**src/rtl/sha256_msg_padder.sv**
```systemverilog
// ============================================================================
// Module   : sha256_msg_padder
// Purpose  : FIPS 180-4 message padder; packs 32-bit words into tagged
//            512-bit blocks. Optional macro SHA256_PAD_BLKCNT_EN adds blk_count.
// Revision : 1.0 - initial release
// ============================================================================
`default_nettype none

module sha256_msg_padder #(
    parameter int LEN_W = 61
) (
    input  logic         clk,
    input  logic         rst,
    input  logic         in_valid,
    output logic         in_ready,
    input  logic [31:0]  in_data,
    input  logic         in_last,
    input  logic [2:0]   in_bytes,
    output logic         blk_valid,
    input  logic         blk_ready,
    output logic [511:0] blk_data,
    output logic         blk_first,
`ifdef SHA256_PAD_BLKCNT_EN
    output logic [15:0]  blk_count,
`endif
    output logic         blk_last
);

    localparam logic [1:0] c_FILL = 2'd0;
    localparam logic [1:0] c_EMIT = 2'd1;
    localparam logic [1:0] c_XTRA = 2'd2;

    logic [1:0]       state_q, state_d;
    logic [31:0]      blkbuf_q [16];
    logic [31:0]      blkbuf_d [16];
    logic [3:0]       widx_q, widx_d;
    logic [LEN_W-1:0] byte_cnt_q, byte_cnt_d;
    logic             first_flag_q, first_flag_d;
    logic             final_q, final_d;
    logic             xtra_q, xtra_d;
    logic             mark_pending_q, mark_pending_d;

    logic             w_in_fire;
    logic             w_out_fire;
    logic [2:0]       w_n;
    logic [4:0]       w_p;
    logic [31:0]      w_last_word;
    logic [LEN_W-1:0] w_cnt_last;
    logic [63:0]      w_len_last;
    logic [63:0]      w_len_cur;
    logic [511:0]     w_blk;

    assign in_ready   = !rst && (state_q == c_FILL);
    assign blk_valid  = !rst && (state_q == c_EMIT);
    assign blk_data   = blk_valid ? w_blk : '0;
    assign blk_first  = blk_valid && first_flag_q;
    assign blk_last   = blk_valid && final_q;

    assign w_in_fire  = in_valid && in_ready;
    assign w_out_fire = blk_valid && blk_ready;

    assign w_n        = (in_bytes > 3'd4) ? 3'd4 : in_bytes;
    // Marker word index: a full last word pushes the 0x80 marker into the next word
    assign w_p        = {1'b0, widx_q} + ((w_n == 3'd4) ? 5'd1 : 5'd0);
    assign w_cnt_last = byte_cnt_q + LEN_W'(w_n);
    assign w_len_last = 64'({w_cnt_last, 3'b000});
    assign w_len_cur  = 64'({byte_cnt_q, 3'b000});

    always_comb begin
        case (w_n)
            3'd0:    w_last_word = 32'h8000_0000;
            3'd1:    w_last_word = {in_data[31:24], 24'h80_0000};
            3'd2:    w_last_word = {in_data[31:16], 16'h8000};
            3'd3:    w_last_word = {in_data[31:8], 8'h80};
            default: w_last_word = in_data;
        endcase
    end

    always_comb begin
        w_blk = '0;
        for (int i = 0; i < 16; i++) begin
            w_blk[511-32*i -: 32] = blkbuf_q[i];
        end
    end

    always_comb begin
        state_d        = state_q;
        blkbuf_d       = blkbuf_q;
        widx_d         = widx_q;
        byte_cnt_d     = byte_cnt_q;
        first_flag_d   = first_flag_q;
        final_d        = final_q;
        xtra_d         = xtra_q;
        mark_pending_d = mark_pending_q;

        case (state_q)
            c_FILL: begin
                if (w_in_fire && !in_last) begin
                    blkbuf_d[widx_q] = in_data;
                    widx_d           = widx_q + 4'd1;
                    byte_cnt_d       = byte_cnt_q + LEN_W'(4);
                    if (widx_q == 4'd15) begin
                        state_d = c_EMIT;
                        final_d = 1'b0;
                    end
                end else if (w_in_fire) begin
                    for (int i = 0; i < 16; i++) begin
                        if (i == int'(widx_q)) begin
                            blkbuf_d[i] = w_last_word;
                        end else if (i == int'(widx_q) + 1 && w_n == 3'd4) begin
                            blkbuf_d[i] = 32'h8000_0000;
                        end else if (i > int'(widx_q)) begin
                            blkbuf_d[i] = 32'h0;
                        end
                    end
                    byte_cnt_d = w_cnt_last;
                    state_d    = c_EMIT;
                    if (w_p <= 5'd13) begin
                        blkbuf_d[14] = w_len_last[63:32];
                        blkbuf_d[15] = w_len_last[31:0];
                        final_d      = 1'b1;
                    end else begin
                        final_d        = 1'b0;
                        xtra_d         = 1'b1;
                        mark_pending_d = (w_p == 5'd16);
                    end
                end
            end
            c_EMIT: begin
                if (w_out_fire) begin
                    if (final_q) begin
                        widx_d         = 4'd0;
                        byte_cnt_d     = '0;
                        first_flag_d   = 1'b1;
                        final_d        = 1'b0;
                        xtra_d         = 1'b0;
                        mark_pending_d = 1'b0;
                        state_d        = c_FILL;
                    end else if (xtra_q) begin
                        first_flag_d = 1'b0;
                        state_d      = c_XTRA;
                    end else begin
                        widx_d       = 4'd0;
                        first_flag_d = 1'b0;
                        state_d      = c_FILL;
                    end
                end
            end
            c_XTRA: begin
                for (int i = 0; i < 16; i++) begin
                    blkbuf_d[i] = 32'h0;
                end
                blkbuf_d[0]  = mark_pending_q ? 32'h8000_0000 : 32'h0;
                blkbuf_d[14] = w_len_cur[63:32];
                blkbuf_d[15] = w_len_cur[31:0];
                final_d      = 1'b1;
                xtra_d       = 1'b0;
                state_d      = c_EMIT;
            end
            default: state_d = c_FILL;
        endcase
    end

    always_ff @(posedge clk) begin
        if (rst) begin
            state_q        <= c_FILL;
            widx_q         <= 4'd0;
            byte_cnt_q     <= '0;
            first_flag_q   <= 1'b1;
            final_q        <= 1'b0;
            xtra_q         <= 1'b0;
            mark_pending_q <= 1'b0;
            for (int i = 0; i < 16; i++) begin
                blkbuf_q[i] <= 32'h0;
            end
        end else begin
            state_q        <= state_d;
            widx_q         <= widx_d;
            byte_cnt_q     <= byte_cnt_d;
            first_flag_q   <= first_flag_d;
            final_q        <= final_d;
            xtra_q         <= xtra_d;
            mark_pending_q <= mark_pending_d;
            for (int i = 0; i < 16; i++) begin
                blkbuf_q[i] <= blkbuf_d[i];
            end
        end
    end

`ifdef SHA256_PAD_BLKCNT_EN
    logic [15:0] blk_count_q, blk_count_d;

    always_comb begin
        blk_count_d = blk_count_q;
        if (w_out_fire) begin
            if (final_q) begin
                blk_count_d = 16'd0;
            end else if (blk_count_q != 16'hFFFF) begin
                blk_count_d = blk_count_q + 16'd1;
            end
        end
    end

    always_ff @(posedge clk) begin
        if (rst) begin
            blk_count_q <= 16'd0;
        end else begin
            blk_count_q <= blk_count_d;
        end
    end

    assign blk_count = blk_count_q;
`endif

endmodule

`default_nettype wire

```
**config.mk**
```make
export PLATFORM = sky130hd
export DESIGN_NAME = sha256_msg_padder
export DESIGN_NICKNAME = d
export VERILOG_FILES = /design/src/rtl/sha256_msg_padder.sv
export SDC_FILE = /design/constraint.sdc
export NUM_CORES = 2
export LEC_CHECK = 0
export CELL_PAD_IN_SITES_DETAIL_PLACEMENT = 0
export CELL_PAD_IN_SITES_GLOBAL_PLACEMENT = 2
export CORE_UTILIZATION = 30
export DETAILED_ROUTE_END_ITERATION = 10
export GPL_TIMING_DRIVEN = 0
export PLACE_DENSITY = 0.83
export SLEW_MARGIN = 20
export SYNTH_ARGS = -nofsm -noshare
export SYNTH_HDL_FRONTEND = slang
export SYNTH_SLANG_ARGS = --single-unit
```
**constraint.sdc**
```tcl
create_clock -name clk -period 5.6 [get_ports clk]
set_input_delay 1.4 -clock clk [delete_from_list [all_inputs] [get_ports clk]]
set_output_delay 1.4 -clock clk [all_outputs]
set_load 0.02 [all_outputs]
```
==> Yosys cells after proc, flatten, opt, wreduce, memory -nomap -nowiden <==
Cells that the tools add are included.
{ "totals": {"register_bits": 583, "input_bits": 40, "out_inout_bits": 516, "elab_cells": 260} }
{ "classes": {"addsub": 5, "n_lt_le_gt_ge": 19, "n_eq_ne": 63, "n_mux": 93, "n_bitwise": 1, "n_reduce_logical": 56} }
{ "ops": {"columns": ["cell", "n"], "rows": [
  ["$mux 32", 49],
  ["$mux 512", 3],
  ["$pmux 512 s2", 1],
  ["$bwmux 512", 1],
  ["$mux 61", 4],
  ["$eq 5x32->1 const A", 7],
  ["$demux 32 s4", 1],
  ["$eq 4x32->1 const A", 4],
  ["$pmux 32 s4", 1],
  ["$pmux 61 s2", 1],
  ["$ne 5x1->1 const B", 13],
  ["$eq 3x32->1 const A", 2],
  ["$mux 64", 1],
  ["$add 61x3->61", 1],
  ["$add 61x3->61 const B", 1],
  ["$reduce_and 3->1", 17],
  ["$eq 2x32->1 const A", 1],
  ["$eq 4x4->1 const A", 8],
  ["$gt 4x4->1 const A", 8],
  ["$logic_not 32->1", 1],
  ["$logic_and 1x1->1", 24],
  ["$eq 3x4->1 const A", 4],
  ["$gt 3x4->1 const A", 4],
  ["$mux 4", 4],
  ["42 further kinds", 76]
]} }

==> Depth between registers and ports, before layout <==
{ "logic_depth": {"word_depth": 10, "ltp_mapped": 15, "mapped_depth_nobuf": 11} }

==> Least setup slack after synthesis <==
Ideal clock, no wire load.
{ "synth_timing": {"kind": "input port to flip-flop", "start": "input port in_bytes[2]", "end": "register blkbuf_q[59] (netlist name)", "setup_time_ns": 0.116, "t_arrival_ns": 4.325, "required_time_ns": 5.484, "setup_slack_ns": 1.160, "stages": 14, "n_path_buf": 3, "cell_sequence": "buf_2 > clkbuf_1 > buf_1 > nor2b_1 > ha_1 > inv_1 > fa_1 > nand2b_2 > a2111oi_4 > nand3_2 > nor3_2 > xnor2_1 > a221o_1 > a31o_1"} }
{ "synth_via": {"elab_chain_cells": 10, "word_cells_on_any_way": 21, "classes_between": "add/sub: 2; order compare: 2; eq/ne: 5; mux: 9; reduce/logical: 3"} }
{ "synth_lines": {"columns": ["element", "line_no", "text"], "rows": [
  ["from (decl)", "18", "input logic [2:0] in_bytes,"],
  ["$gt 3x3->1", "62", "assign w_n = (in_bytes > 3'd4) ? 3'd4 : in_bytes;"],
  ["$mux 3 *", "62", null],
  ["$eq 3x3->1", "64, 110", null],
  ["$mux 1 or $logic_and 1x1->1 (tied branches)", "64, 110", null],
  ["$add 4x1->5 or $mux 32 (tied branches)", "64, 110", null],
  ["$le 5x4->1 or $mux 32 (tied branches)", "118, 108", null],
  ["$mux 64", "118", "if (w_p <= 5'd13) begin"],
  ["$mux 512", "106", "end else if (w_in_fire) begin"],
  ["$mux 512", "98", "if (w_in_fire && !in_last) begin"],
  ["$pmux 512 s2", "96", "case (state_q)"],
  ["to (signal, indexed assignment)", "185", "blkbuf_q[i] <= blkbuf_d[i];"],
  ["to (decl)", "34", "logic [31:0] blkbuf_q [16];"]
]} }
Mark *: on every way between the ends. The rest lies on a longest branch, timed or not. The select of a mux whose other input is x is not followed.
A chain may end at the register's enable or synchronous reset.

==> Worst setup path in the final report <==
{ "layout_timing": {"start": "input port in_bytes[2]", "end": "register blkbuf_q[37] (netlist name)"} }
Same word-level chain as after synthesis.

==> flow_summary.toml <==
[outcome]
outcome = "finished with violations"
failed_checks = "negative setup slack"

[logic_synthesis]
synth_area_um2 = 30450
ys_seq_area_share_pct = 38.33
synth_edf_count = 0
syn_inst = 4026
ys_types = 95
ys.flop_type = "dfxtp_1"
avgSynthCellArea_um2 = 7.564
ys_seq_elements = 583
syn_nets = 4084
yosysWarningCount = 0
async_reset_ff_share_pct = 0

[floorplanning]
start_util_pct = 30.36
pin_count = 556
die_w_um = 320.6
core.rowCount = 116
coreArea_um2 = 100300
dieArea_um2 = 102800
die_y_um = 320.6

[global_route]
grt_max_degree = 20
antenna_found_initial = 17
overflow = 0
grt_pass1_wl_um = 241200
gr-usage-all-layers_pct = 32.70
grt_pass1_vias = 31580

[timing]
hold_viol = 0
setup_viol = 1
period_minus_slack_ps = 5641
slew_headroom_pct = 14.15
tightest_slew_ps = 1276
rsz0062_at_grt = "no"
skew_ps = 24.18
setup_ws_ps = -40.72
final_max_slew_viol_count = 0
fin_crit_sh_pct = 100.7
max_freq_ghz = 0.1773

[placed_design]
port_buffers = 553
gp_congestion = 1.028
place_area_um2 = 37750
pre_cts_ws_ps = -2004
hpwl_um = 131500

[clock_tree]
numCtsBuffers = 70
clock_latency_ps = 650
clk_path_buf_depth = 3
clkTransAtPathRegs_ps = 50
cts_tree = "built"
h-tree-depth = 3
root_buffer = "clkbuf_16"
cts.sinks = 583

[routing]
via_per_inst = 5.662
drc_errors = 0
detail_route.wl_per_cell_um = 28.94
dr.max_layer_used = "met5"
wl_met3_um = 16510
wl_um = 175800
drt_iter0_drc = 4248
route.vias.total = 34410
wirelength_met1_um = 71220
drtAntennaViolNets = 0
wl_met2_um = 78300
drt-pass1-iter-count = 6

[pwr]
p_leak_uw = 0.01365
p_clk_share_pct = 46.8
comb_power_share_pct = 13.2
finalPower_uw = 10590
switching_share_pct = 29.60
sequentialPowerShare_pct = 40.0
ir_worst_vdd_mv = 0.1671
p_int_uw = 7457
cellPowerDensity_nw_per_um2 = 262.1
p_sw_uw = 3136

[cells_and_area]
final_cell_mix = "dfxtp_1 (583), clkdlybuf4s50_1 (553), and2_1 (545)"
area_growth_syn_to_layout_pct = 32.72
final_common_cell = "dfxtp_1"
final_layout_size_suffix_gt1_share_pct = 5.775
design_area_um2 = 40420
nNetsFinal = 4715

[critical_path]
arrival_ps = 6130
cp_slowest_cell = "clkdlybuf4s50_1"
crit_path_max_incr_delay_ps = 660
critical_path_required_ps = 6090
critPathMaxFanout = 10
path_class = "in2reg"
cp-end-kind = "flop"
cpMostUsedCell = "buf_2"
cp_cell_sequence = "clkdlybuf4s50_1 > buf_2 > clkbuf_1 > buf_2 > nor2b_1 > ha_1 > inv_1 > fa_1 > nand2b_2 > a21oi_4 > nand3_2 > nor3_2 > mux2_2 > a222oi_1 > a211oi_1"
start_kind = "primary input"

[job]
maxCapViolCount = 0

[worst_hold_path]
hp-class = "reg2reg"
-- path summary, 6_finish.rpt --
path	start	end	slack (ps)	cells after the start
hold reg to reg	blkbuf_q[170]	blkbuf_q[170]	440	2
setup reg to reg	state_q[0]	blkbuf_q[127]	930	10
hold / removal	blkbuf_q[170]	blkbuf_q[170]	440	2
setup / recovery	in_bytes[2]	blkbuf_q[37]	-40	15
-- cell usage after synthesis, types with 15 or more instances --
cell type / count / area, µm²
a211oi_1: 35 / 262.8
a21oi_1: 382 / 1912
a221oi_1: 17 / 148.9
a22oi_1: 17 / 127.6
a311oi_1: 20 / 175.2
a31oi_1: 31 / 193.9
and2_1: 545 / 3410
and3_1: 15 / 93.84
buf_2: 58 / 290.3
clkbuf_1: 330 / 1239
dfxtp_1: 583 / 11670
ha_1: 17 / 212.7
inv_1: 30 / 112.6
nand2_1: 274 / 1028
nand2b_1: 142 / 888.4
nand3_1: 266 / 1331
nand3b_1: 76 / 570.6
nand4_1: 72 / 450.4
nor2_1: 309 / 1160
nor2b_1: 19 / 118.9
nor3_1: 183 / 915.9
nor4_1: 19 / 118.9
o21ai_0: 233 / 1166
o21ai_1: 15 / 75.07
o31ai_1: 78 / 585.6
or3_1: 17 / 106.4
xnor2_1: 17 / 148.9
xor2_1: 20 / 175.2
-- power by group through the flow --
stage | registers (µW) | clock network [µW] | logic [µW]
floorplan | 4310 | 0 | 655
global placement | 4330 | 0 | 1330
detailed placement | 4330 | 0 | 1330
CTS | 4240 | 4990 | 1340
global route | 4240 | 5160 | 1430
finish | 4240 | 4950 | 1400
-- area by class of cell --
cell class	count	area, µm²
antenna	10	25.02
fill	10660	59870
inverter	31	116.4
timing repair buffer	562	5603
clock buffer	103	2128
multi-input combinational	3007	17150
clock inverter	22	360.3
sequential	583	11670
buffer	402	1668
tap	1357	1698
-- routing by layer --
| layer | global-route usage (%) | vias to the layer above |
|---|---|---|
| met5 | 0 | - |
| met4 | 17.12 | 14 |
| met3 | 7.306 | 411 |
| met2 | 50.95 | 1977 |
| met1 | 42.00 | 16700 |
| li1 | - | 15310 |
-- per-stage QoR --
step / TNS, ps / utilization (%) / std cells / hold slack, ps
floorplan: 0 / - / 4026 / 416.7
global placement: -958490 / 37.58 / 5936 / 431.3
detailed placement: -408750 / 37.64 / 5937 / 438.8
CTS: 0 / 40.23 / 6064 / 447.0
global route: 0 / 40.28 / 6068 / 455.6
finish: -40.72 / 40.30 / 6077 / 444.5
-- registers in the layout, summed over array words and instances, names as in the netlist --
register,count
widx_q,4
blkbuf_q,512
first_flag_q,1
byte_cnt_q,61
xtra_q,1
mark_pending_q,1
state_q,2
final_q,1
-- cell families (layout without fill, tap and decap cells) --
group                    Yosys count  count (layout)  share of synthesized area (%)
other                              0              10                              0
XOR/XNOR                          37              37                          1.064
AND/OR/NAND/NOR                 1991            1991                          35.01
flip-flops                       583             583                          38.33
multiplexers                      12              12                         0.4150
adder cells (fa/ha/maj)           18              18                         0.7642
AO/OA/AOI/OAI                    949             949                          18.78
buffers and inverters            436            1120                          5.641
-- critical path, delay by kind of cell --
family	cells	cell delay, ps
AOI/OAI and AO/OA	3	780
adders and majority gates	2	630
buffers and inverters	5	1590
and+or+nand+nor	4	1310
muxes	1	380
-- what timing repair did --
action,CTS,global route
endpoints found under the setup margin,493,119
hold buffers,0,0
gates resized for setup,39,17
hold endpoints to repair,0,0
pin swaps,2,1
setup buffers,5,3
No activity file was read; power rests on OpenSTA's default activity.
